`config.mk`:
```
export PLATFORM = sky130hd
export DESIGN_NAME = tick_stopwatch_flat
export DESIGN_NICKNAME = d
export VERILOG_FILES = /design/src/rtl/tick_stopwatch_pkg.sv /design/src/rtl/tick_stopwatch_if.sv /design/src/rtl/tick_stopwatch_digit.sv /design/src/rtl/tick_stopwatch.sv /design/src/flat_wrapper.sv
export SDC_FILE = /design/constraint.sdc
export NUM_CORES = 1
export LEC_CHECK = 0
export CORE_MARGIN = 4
export CORE_UTILIZATION = 40
export DETAILED_ROUTE_END_ITERATION = 10
export GPL_TIMING_DRIVEN = 0
export MAX_ROUTING_LAYER = met4
export PLACE_DENSITY_LB_ADDON = 0.1
export SYNTH_ARGS = -nofsm -noshare
export SYNTH_HDL_FRONTEND = slang
export SYNTH_SLANG_ARGS = --single-unit
```
`constraint.sdc`:
```
create_clock -name clk -period 1.44 [get_ports clk]
set_input_delay 0.144 -clock clk [delete_from_list [all_inputs] [get_ports clk]]
set_output_delay 0.144 -clock clk [all_outputs]
set_load 0.03 [all_outputs]
```
`src/rtl/tick_stopwatch_pkg.sv`:
```
// Shared types and constants for the tick-driven MM:SS stopwatch.
package stopwatch_pkg;

    typedef enum logic [1:0] {
        IDLE  = 2'd0,
        RUN   = 2'd1,
        PAUSE = 2'd2
    } state_t;

    localparam int BCD_W       = 4;
    localparam int LAP_W       = 16;
    localparam int UNITS_LIMIT = 9;
    localparam int TENS_LIMIT  = 5;

endpackage

```
`src/rtl/tick_stopwatch_if.sv`:
```
// Command and display bundle between the stopwatch and its neighbours.
interface tick_stopwatch_if;
    import stopwatch_pkg::*;

    logic             tick;
    logic             start;
    logic             stop;
    logic             clear;
    logic             lap;
    logic [BCD_W-1:0] sec_ones;
    logic [BCD_W-1:0] sec_tens;
    logic [BCD_W-1:0] min_ones;
    logic [BCD_W-1:0] min_tens;
    logic [LAP_W-1:0] lap_time;
    logic             lap_valid;
    logic             running;
    logic             wrap;

    modport master (
        output tick, start, stop, clear, lap,
        input  sec_ones, sec_tens, min_ones, min_tens,
        input  lap_time, lap_valid, running, wrap
    );

    modport slave (
        input  tick, start, stop, clear, lap,
        output sec_ones, sec_tens, min_ones, min_tens,
        output lap_time, lap_valid, running, wrap
    );

endinterface

```
`src/rtl/tick_stopwatch_digit.sv`:
```
// One BCD digit that wraps at LIMIT; carry is combinational so a chain
// of these advances in a single cycle.
module bcd_digit_counter
    import stopwatch_pkg::*;
#(
    parameter int LIMIT = UNITS_LIMIT
) (
    input  logic             clk,
    input  logic             reset,
    input  logic             clr,
    input  logic             inc,
    output logic [BCD_W-1:0] digit,
    output logic             carry
);

    localparam logic [BCD_W-1:0] LIM = BCD_W'(LIMIT);

    assign carry = inc && (digit == LIM);

    always_ff @(posedge clk) begin
        if (reset) begin
            digit <= '0;
        end else if (clr) begin
            digit <= '0;
        end else if (inc) begin
            digit <= (digit == LIM) ? '0 : digit + BCD_W'(1);
        end
    end

endmodule

```
`src/rtl/tick_stopwatch.sv`:
```
// Stopwatch: tick prescaler, IDLE/RUN/PAUSE controller and a four-digit
// BCD cascade producing MM:SS, plus lap capture and a rollover pulse.
module tick_stopwatch
    import stopwatch_pkg::*;
#(
    parameter int TICKS_PER_SEC = 100
) (
    input  logic             clk,
    input  logic             reset,
    tick_stopwatch_if.slave  sw
);

    localparam int PS_W = (TICKS_PER_SEC > 1) ? $clog2(TICKS_PER_SEC) : 1;
    localparam logic [PS_W-1:0] PS_LAST = PS_W'(TICKS_PER_SEC - 1);

    state_t          state;
    state_t          state_nxt;
    logic [PS_W-1:0] presc;
    logic            count_en;
    logic            sec_adv;
    logic            carry_so;
    logic            carry_st;
    logic            carry_mo;
    logic            carry_mt;

    always_ff @(posedge clk) begin
        if (reset) begin
            state <= IDLE;
        end else begin
            state <= state_nxt;
        end
    end

    always_comb begin
        state_nxt = state;
        if (sw.clear) begin
            state_nxt = IDLE;
        end else begin
            case (state)
                IDLE:    if (sw.start) state_nxt = RUN;
                RUN:     if (sw.stop)  state_nxt = PAUSE;
                PAUSE:   if (sw.start) state_nxt = RUN;
                default: state_nxt = IDLE;
            endcase
        end
    end

    // A tick counts only against the registered state, and clear drops it.
    always_comb begin
        count_en = (state == RUN) && sw.tick && !sw.clear;
        sec_adv  = count_en && (presc == PS_LAST);
    end

    always_ff @(posedge clk) begin
        if (reset) begin
            presc      <= '0;
            sw.running <= 1'b0;
        end else begin
            sw.running <= (state_nxt == RUN);
            if (sw.clear) begin
                presc <= '0;
            end else if (count_en) begin
                presc <= sec_adv ? '0 : presc + PS_W'(1);
            end
        end
    end

    bcd_digit_counter #(.LIMIT(UNITS_LIMIT)) u_sec_ones (
        .clk(clk), .reset(reset), .clr(sw.clear), .inc(sec_adv),
        .digit(sw.sec_ones), .carry(carry_so)
    );

    bcd_digit_counter #(.LIMIT(TENS_LIMIT)) u_sec_tens (
        .clk(clk), .reset(reset), .clr(sw.clear), .inc(carry_so),
        .digit(sw.sec_tens), .carry(carry_st)
    );

    bcd_digit_counter #(.LIMIT(UNITS_LIMIT)) u_min_ones (
        .clk(clk), .reset(reset), .clr(sw.clear), .inc(carry_st),
        .digit(sw.min_ones), .carry(carry_mo)
    );

    bcd_digit_counter #(.LIMIT(TENS_LIMIT)) u_min_tens (
        .clk(clk), .reset(reset), .clr(sw.clear), .inc(carry_mo),
        .digit(sw.min_tens), .carry(carry_mt)
    );

    // Lap samples the digits as they stand before this edge.
    always_ff @(posedge clk) begin
        if (reset) begin
            sw.wrap      <= 1'b0;
            sw.lap_valid <= 1'b0;
            sw.lap_time  <= '0;
        end else if (sw.clear) begin
            sw.wrap      <= 1'b0;
            sw.lap_valid <= 1'b0;
            sw.lap_time  <= '0;
        end else begin
            sw.wrap      <= carry_mt;
            sw.lap_valid <= sw.lap;
            if (sw.lap) begin
                sw.lap_time <= {sw.min_tens, sw.min_ones, sw.sec_tens, sw.sec_ones};
            end
        end
    end

endmodule

```
`src/flat_wrapper.sv`:
```
// flat-port wrapper written by rule: the top's interface ports become plain ports
module tick_stopwatch_flat import stopwatch_pkg::*;
#(
    parameter int TICKS_PER_SEC = 100
)
  (clk, reset, sw_tick, sw_start, sw_stop, sw_clear, sw_lap, sw_sec_ones, sw_sec_tens, sw_min_ones, sw_min_tens, sw_lap_time, sw_lap_valid, sw_running, sw_wrap);
  tick_stopwatch_if sw_i ();
  input  logic clk;
  input  logic reset;
  input wire logic [$bits(sw_i.tick)-1:0] sw_tick;
  input wire logic [$bits(sw_i.start)-1:0] sw_start;
  input wire logic [$bits(sw_i.stop)-1:0] sw_stop;
  input wire logic [$bits(sw_i.clear)-1:0] sw_clear;
  input wire logic [$bits(sw_i.lap)-1:0] sw_lap;
  output wire logic [$bits(sw_i.sec_ones)-1:0] sw_sec_ones;
  output wire logic [$bits(sw_i.sec_tens)-1:0] sw_sec_tens;
  output wire logic [$bits(sw_i.min_ones)-1:0] sw_min_ones;
  output wire logic [$bits(sw_i.min_tens)-1:0] sw_min_tens;
  output wire logic [$bits(sw_i.lap_time)-1:0] sw_lap_time;
  output wire logic [$bits(sw_i.lap_valid)-1:0] sw_lap_valid;
  output wire logic [$bits(sw_i.running)-1:0] sw_running;
  output wire logic [$bits(sw_i.wrap)-1:0] sw_wrap;
  assign sw_i.tick = sw_tick;
  assign sw_i.start = sw_start;
  assign sw_i.stop = sw_stop;
  assign sw_i.clear = sw_clear;
  assign sw_i.lap = sw_lap;
  assign sw_sec_ones = sw_i.sec_ones;
  assign sw_sec_tens = sw_i.sec_tens;
  assign sw_min_ones = sw_i.min_ones;
  assign sw_min_tens = sw_i.min_tens;
  assign sw_lap_time = sw_i.lap_time;
  assign sw_lap_valid = sw_i.lap_valid;
  assign sw_running = sw_i.running;
  assign sw_wrap = sw_i.wrap;
  tick_stopwatch #(.TICKS_PER_SEC(TICKS_PER_SEC)) u_core (.clk(clk), .reset(reset), .sw(sw_i));
endmodule
```
==> results of run 1 <==
## report_power, final
group          internal [W]  switching [W]
Clock              0.000341       0.000402
Sequential          0.00121     0.00000255
Combinational     0.0000380      0.0000563
Total               0.00159       0.000461
## critical path: stages (launching register included)
cell,delay [ns]
sky130_fd_sc_hd__dfxtp_2,0.35
sky130_fd_sc_hd__nor4b_4,0.34
sky130_fd_sc_hd__nand4_4,0.20
sky130_fd_sc_hd__or4_1,0.51
sky130_fd_sc_hd__a31oi_1,0.13
## metal layers
metal,GRT usage,vias up
met5,-,-
met4,0.0641,0
met3,0.0269,8
met2,0.251,51
met1,0.216,796
li1,-,881
## path summary, 6_finish.rpt
check,startpoint,endpoint,slack (ns),cells past startpoint
max,u_core.presc[3],u_core.u_min_ones.digit[3],-0.17,4
min,sw_clear,u_core.u_min_ones.digit[0],0.36,3
max reg2reg,u_core.presc[3],u_core.u_min_ones.digit[3],-0.17,4
min reg2reg,u_core.sw.lap_time[13],u_core.sw.lap_time[13],0.48,2
## repair_timing
| action | 4_1_cts | 5_1_grt |
|---|---|---|
| hold buffers | 0 | 0 |
| gates cloned | 1 | 0 |
| resized for setup | 52 | 18 |
| setup endpoints to repair | 75 | 46 |
| pin swaps | 11 | 8 |
| buffers inserted | 5 | 6 |
## per-stage QoR
stage	cells	hold slack, ns
after global routing	326	0.384
after detailed placement	307	0.477
after global placement	307	0.471
final	326	0.364
after floorplan	215	0.307
after CTS	321	0.335
## cells by family (layout without fill, tap and decap cells)
family                     after synthesis  in the layout  share of synthesized area
and+or+nand+nor                         95             95                      0.258
DFF                                     44             44                      0.460
AOI/OAI and AO/OA                       31             31                      0.104
muxes                                   19             19                     0.0992
buffers and inverters                   18             77                     0.0398
xor gates and xnor gates                 7              7                     0.0320
adders and majority gates                1              1                    0.00653
## cell type report
type / instances / area [sq um]
Clock buffer: 7 / 76.3
Multi-Input combinational cell: 153 / 1080
Timing Repair Buffer: 52 / 478
Buffer: 11 / 92.6
Inverter: 6 / 22.5
Sequential cell: 44 / 907
Clock inverter: 1 / 5.00
Tap cell: 52 / 65.1
Fill cell: 424 / 1780
## cell usage in the layout, fill, tap and decap left out, drive strengths merged, types with 2 or more instances in the layout
master	instances
a31oi	3
dlymetal6s2s	3
dlygate4sd2	33
or4	3
a31o	2
nor3b	2
o211ai	2
xor2	5
xnor2	2
inv	6
mux2i	19
dfxtp	44
nor2	36
o311ai	2
nand3	6
a21oi	9
nand2	15
nor2b	3
and3	3
nor3	4
and2	5
buf	15
o31ai	2
nand4	8
and4bb	2
clkbuf	15
nor4	3
o21ai	7
clkdlybuf4s50	4
## state kept, by name, summed over array words and instances (netlist names)
name	count
u_core.u_min_tens.digit	4
u_core.presc	7
u_core.u_sec_ones.digit	4
u_core.u_min_ones.digit	4
u_core.sw.wrap	1
u_core.state	2
u_core.sw.running	1
u_core.sw.lap_valid	1
u_core.u_sec_tens.digit	4
u_core.sw.lap_time	16
==> out/results.env, run 1 <==
STATUS='complete, but fails checks'
VIOLATED_CHECKS='setup timing'
ROOT_BUFFER='sky130_fd_sc_hd__clkbuf_8'
AREA_GROWTH_FROM_SYNTHESIS_TO_LAYOUT_PCT=42.4
CRIT_REQUIRED_NS=1.66
TOTAL_PLACED_INSTANCE_AREA_SQ_UM=2470
FLOORPLAN.INITIALDENSITY=0.426
DP_HPWL_MM=3.06
CTS_MADE_BUFFERS=5
SYNTHTOPCELLSBYAREA='sky130_fd_sc_hd__dfxtp_1, sky130_fd_sc_hd__mux2i_1, sky130_fd_sc_hd__nor2_1, sky130_fd_sc_hd__nand2_1, sky130_fd_sc_hd__a21oi_1'
GRT_SETUP_UNREPAIRED='true'
CTS_SINKS=44
IOPINCOUNT=42
CTS.HTREE.LEVELS=2
WIRE_LENGTH_OF_THE_FIRST_GLOBAL_ROUTING_PASS_MM=7.84
MIN-DELAY-PATH-CLASS='input port to flip-flop'
IR_WORST_VDD_mV=0.376
GLOBALPLACE.CONGESTION=0.810
SYNTH-WARNING-COUNT=0
POST-ROUTE-PERIOD-UTIL=1.12
OVERALL_VIA_COUNT_FROM_DETAIL_ROUTE=1736
POST-ROUTE-MIN-PERIOD_NS=1.61
POST_DRT_WL_PER_CELL_UM=14.1
ELEMENT_TYPE_AT_THE_CRITICAL_PATH_START='flip-flop'
GLOBAL_ROUTE.OVERFLOW_TOTAL=0
MAXCAPVIOLATIONS=0
SYNTH.CELLS.MOST_FREQUENT='sky130_fd_sc_hd__dfxtp_1, sky130_fd_sc_hd__nor2_1, sky130_fd_sc_hd__mux2i_1, sky130_fd_sc_hd__nand2_1, sky130_fd_sc_hd__a21oi_1'
PORT_BUFFERS=40
SHARE_OF_LAYOUT_CELLS_ABOVE_DRIVE_STRENGTH_1=0.230
DIE_AREA_SQ_UM=5960
MET2_WIRELENGTH_MM=2.06
TIMING_MAX_TRANSITION_VIOLATIONS_FINAL=0
LAYOUT.NETS=281
YOSYS.AREA.TOP_TYPE_SHARE=0.460
CLOCK_LATENCY_NS=0.30
TIMING.FMAX_GHz=0.621
GRT_USAGE=0.164
CTS_MAX_PATH_BUFS=2
DRT_ITER0_DRC=111
MAX_SLEW.WORST_PIN.SLEW_NS=0.696
POWER.TOTAL_W=0.00205
DETAIL_ROUTE.WIRELENGTH_MM=4.61
POWER_DENSITY_nW_PER_UM2=752
MAPPEDNETLISTNETS=223
ROWS=24
TOTAL_LEAKAGE_POWER_nW=1.25
MAPPEDNETLISTAREA_SQ_UM=1920
YOSYSMOSTFREQUENTCELL='sky130_fd_sc_hd__dfxtp_1'
DRT_FIRST_PASS_ITERS=4
WORST_SETUP_HOLD_PATH_CLK_SLEW_NS=0.08
LARGEST_NET_DEGREE_AT_THE_START_OF_GLOBAL_ROUTING=14
FINAL_AREA_SQ_UM=2730
TOP_SIGNAL_LAYER_USED='met4'
SYNTH_CELLS=215
FIN_TNS_SETUP_NS=-1.37
COUNT_OF_NETS_LEFT_WITH_ANTENNA_VIOLATIONS_AFTER_DETAIL_ROUTING=0
SYNTH_LARGEST_AREA_CELL='sky130_fd_sc_hd__dfxtp_1'
DIEWIDTH_UM=77.2
REMAINING_DESIGN_RULE_VIOLATION_COUNT=0
HOLD_VIOLATIONS=0
SYNTH-ASYNC-RESET-RATIO=0
SYNTH.LIB_CELLS_USED.DISTINCT=40
WL_MET1_MM=2.28
FINALSETUPVIOLCOUNT=17
YS.FLOP_TYPE='sky130_fd_sc_hd__dfxtp_1'
PRE_CTS_SLACK_NS=-0.635
FINAL_CORE_UTIL=0.606
TRITONCTS_CLOCK_TREE='done'
ENDPOINT_KIND='flip-flop'
DESIGN.CORE.AREA_SQ_UM=4500
SYN-MEAN-INSTANCE-AREA_SQ_UM=8.92
SETUP_WS_NS=-0.171
ANT_DIODES=0
DIE_Y_UM=77.2
VIAS_PER_CELL=5.33
RELSLEWSLACK=0.534
SYNTH_ENABLE_FLOP_CELLS=0
YS_FF_LATCH=44
LAYOUT_SKEW_NS=0.0129
SYNTH_SEQ_AREA_SHARE=0.460
WORST-SETUP-PATH-TYPE='flip-flop to flip-flop'
FIRST_GLOBAL_VIAS=1655
ANTENNA_FOUND_INITIAL=0
CRIT_FANOUT=8
ROUTE.MET3.WL_UM=208
CRITICAL_PATH_ARRIVAL_NS=1.83
Power figures use the tool's default switching activity.
==> inputs of run 2 (changes only) <==
--- a/config.mk
+++ b/config.mk
@@ -5,7 +5,8 @@
 export SDC_FILE = /design/constraint.sdc
 export NUM_CORES = 1
 export LEC_CHECK = 0
-export CORE_MARGIN = 4
+export CORE_ASPECT_RATIO = 1.5
+export CORE_MARGIN = 2
 export CORE_UTILIZATION = 40
 export DETAILED_ROUTE_END_ITERATION = 10
 export GPL_TIMING_DRIVEN = 0
==> out/results.env, run 2 (synthesized netlist as in run 1, its figures left out) <==
SETUP_WS_NS=-0.229
ELEMENT_TYPE_AT_THE_CRITICAL_PATH_START='flip-flop'
FIRST_GLOBAL_VIAS=1601
POWER.SHARE.SEQUENTIAL=0.569
ROWS=30
CRIT_FANOUT=5
PORT_BUFFERS=40
CTS.HTREE.LEVELS=2
PLACED_CELLS_INCL_TAPS=319
AREA_GROWTH_FROM_SYNTHESIS_TO_LAYOUT_PCT=54.4
GRT_SETUP_UNREPAIRED='true'
CTS_SINKS=44
CLOCK_LATENCY_NS=0.31
LARGEST_REGISTERS='u_core.sw.lap_time x16, u_core.presc x7'
TOTAL_LEAKAGE_POWER_nW=1.37
FLOORPLAN.INITIALDENSITY=0.419
LAYOUT_COMMONEST_CELL='sky130_fd_sc_hd__nor2_1'
HOLD_PATH_STARTPOINT='sw_lap'
WORST-SETUP-PATH-TYPE='flip-flop to flip-flop'
LARGEST_NET_DEGREE_AT_THE_START_OF_GLOBAL_ROUTING=14
CTS_MADE_BUFFERS=5
IOPINCOUNT=42
COMBINATIONALPOWERSHARE=0.047
TRITONCTS_CLOCK_TREE='done'
ENDPOINT_KIND='flip-flop'
STATUS='complete, but fails checks'
FINAL_AREA_SQ_UM=2960
POWER_DENSITY_nW_PER_UM2=722
HOLD-PATH-CELL-COUNT=3
CRIT_BUF_INV=3
CRIT_REQUIRED_NS=1.63
ROOT_BUFFER='sky130_fd_sc_hd__clkbuf_8'
MAXCAPVIOLATIONS=0
DIE_Y_UM=88.8
FINALSETUPVIOLCOUNT=23
GLOBALPLACE.CONGESTION=0.734
CRITPATHMOSTFREQUENTCELL='sky130_fd_sc_hd__buf_4'
DRT_FIRST_PASS_ITERS=4
LAYOUT.CELLS.MOST_COMMON_LIST='sky130_fd_sc_hd__nor2_1, sky130_fd_sc_hd__dlygate4sd2_1, sky130_fd_sc_hd__dfxtp_1, sky130_fd_sc_hd__mux2i_1'
CRITICAL_PATH_ARRIVAL_NS=1.86
DIE_AREA_SQ_UM=5370
VIOLATED_CHECKS='setup timing'
DESIGN.CORE.AREA_SQ_UM=4580
ANTENNA_FOUND_INITIAL=0
MAX_SLEW.WORST_PIN.SLEW_NS=0.644
POST-ROUTE-PERIOD-UTIL=1.16
TIMING.FMAX_GHz=0.599
LAYOUTNONFILLERINSTCOUNT=349
GRT_USAGE=0.193
HOLD_VIOLATIONS=0
CRITICAL-PATH-SLOWEST-CELL='sky130_fd_sc_hd__dfxtp_4'
MAX_STAGE_DELAY_NS=0.36
CRITPATHTOPFAMILY='buffers and inverters'
CRIT_PATH_CELL_TRACE='nor4b_4, buf_4, nand4_4, buf_4, buf_8, o31ai_2, a21oi_1'
VIAS_PER_CELL=5.14
DP_HPWL_MM=2.95
GLOBAL_ROUTE.OVERFLOW_TOTAL=0
SWITCHING_SHARE=0.233
WIRE_LENGTH_OF_THE_FIRST_GLOBAL_ROUTING_PASS_MM=7.65
R2R_START='u_core.presc[3]'
DIEWIDTH_UM=60.5
POST-ROUTE-MIN-PERIOD_NS=1.67
LAYOUT.NETS=292
P_SW_W=0.000498
CELL_INTERNAL_POWER_DISSIPATION_W=0.00164
FINAL.HOLD.WORST_SLACK_NS=0.345
TOTAL_PLACED_INSTANCE_AREA_SQ_UM=2480
HOLD_END='u_core.sw.lap_time[8]'
DRT_ITER0_DRC=69
DETAIL_ROUTE.WIRELENGTH_MM=4.92
CTS_MAX_PATH_BUFS=2
COUNT_OF_NETS_LEFT_WITH_ANTENNA_VIOLATIONS_AFTER_DETAIL_ROUTING=0
ANT_DIODES=0
RRSETUPSLACK_NS=-0.23
REMAINING_DESIGN_RULE_VIOLATION_COUNT=0
SHARE_CLK_OF_TOTAL_POWER=0.384
TIMING_MAX_TRANSITION_VIOLATIONS_FINAL=0
REGISTERS.TOP_BY_FF_COUNT='u_core.sw.lap_time'
MIN-DELAY-PATH-CLASS='input port to flip-flop'
SHARE_OF_LAYOUT_CELLS_ABOVE_DRIVE_STRENGTH_1=0.288
IR_WORST_VDD_mV=0.413
LAYOUT_SKEW_NS=0.00664
WORST_SETUP_HOLD_PATH_CLK_SLEW_NS=0.08
R2R.WORST_PATH.CELLS=7
RELSLEWSLACK=0.570
POST_DRT_WL_PER_CELL_UM=14.1
CTS-HOLD-FIX-BUFFERS=0
LARGEST_REGISTER_FF_COUNT=16
WORST_REG2REG_ENDPOINT='u_core.u_sec_tens.digit[3]'
OVERALL_VIA_COUNT_FROM_DETAIL_ROUTE=1794
-- run 2: cell count changes in the layout (fill, tap and decap cells not counted), moves of 2 or more --
| cell | change |
|---|---|
| sky130_fd_sc_hd__buf_6 | +7 |
| sky130_fd_sc_hd__buf_4 | +3 |
| sky130_fd_sc_hd__buf_8 | +2 |
| sky130_fd_sc_hd__clkbuf_1 | -2 |
| sky130_fd_sc_hd__nor4_1 | +2 |
| sky130_fd_sc_hd__nor4_2 | -2 |
| sky130_fd_sc_hd__o21ai_2 | +2 |
| sky130_fd_sc_hd__o311ai_1 | -2 |
| sky130_fd_sc_hd__o311ai_4 | +2 |
| sky130_fd_sc_hd__o31ai_1 | -2 |
| sky130_fd_sc_hd__o31ai_2 | +2 |
-- run 2: metrics by stage --
stage / setup WS, ns / power, W / util / setup TNS (ns)
3_3_place_gp: -0.622 / 0.00134 / 0.543 / -17.77
6_report: -0.229 / 0.00214 / 0.646 / -3.11
3_5_place_dp: -0.597 / 0.00134 / 0.543 / -17.66
5_1_grt: -0.313 / 0.00221 / 0.646 / -4.88
2_1_floorplan: -0.0643 / 0.00130 / - / -0.255
4_1_cts: -0.173 / 0.00215 / 0.622 / -1.80
-- run 2: routing by layer --
metal	routed length (um)	GRT usage	vias up	share of wire
met5	0	-	-	0
met3	179	0.0365	8	0.036
met4	101	0.0791	0	0.021
met1	2100	0.217	843	0.43
met2	2540	0.329	43	0.52
li1	-	-	900	-
-- run 2: tightest hold or removal path, stage by stage --
cell,delay [ns]
sky130_fd_sc_hd__clkbuf_1,0.23
sky130_fd_sc_hd__mux2i_1,0.18
sky130_fd_sc_hd__nor2_1,0.07
-- run 2: cell type report --
| cell class | count | area, sq um |
|---|---|---|
| clock buffers | 6 | 82.6 |
| fillers | 414 | 1620 |
| well taps | 64 | 80.1 |
| flip-flops and latches | 44 | 908 |
| multi-input cells | 154 | 1180 |
| repair buffers | 61 | 574 |
| plain buffers | 12 | 105 |
| inverters | 6 | 22.5 |
| clock inverters | 2 | 10.0 |
-- run 2: worst max-delay path by stage --
stage / start / to / depth (start not counted)
after floorplan: u_core.presc[4] / u_core.u_min_ones.digit[3] / 4
after global placement: sw_clear / u_core.presc[0] / 7
after detailed placement: sw_clear / u_core.presc[4] / 7
after CTS: u_core.presc[3] / u_core.u_min_ones.digit[3] / 5
after global routing: u_core.presc[3] / u_core.u_min_ones.digit[3] / 5
final: u_core.presc[3] / u_core.u_sec_tens.digit[3] / 7
-- run 2: power groups by stage --
stage               sequential, W  combinational (W)  clock, W
floorplan                 0.00125          0.0000508         0
global placement          0.00125          0.0000912         0
detailed placement        0.00125          0.0000911         0
CTS                       0.00122           0.000101  0.000833
global route              0.00122           0.000110  0.000881
finish                    0.00122           0.000101  0.000820
-- run 2: what timing repair did --
item,4_1_cts,5_1_grt
endpoints found under the setup margin,64,38
cloned,2,0
resized for setup,71,21
buffers inserted,15,6
pin swaps,23,4
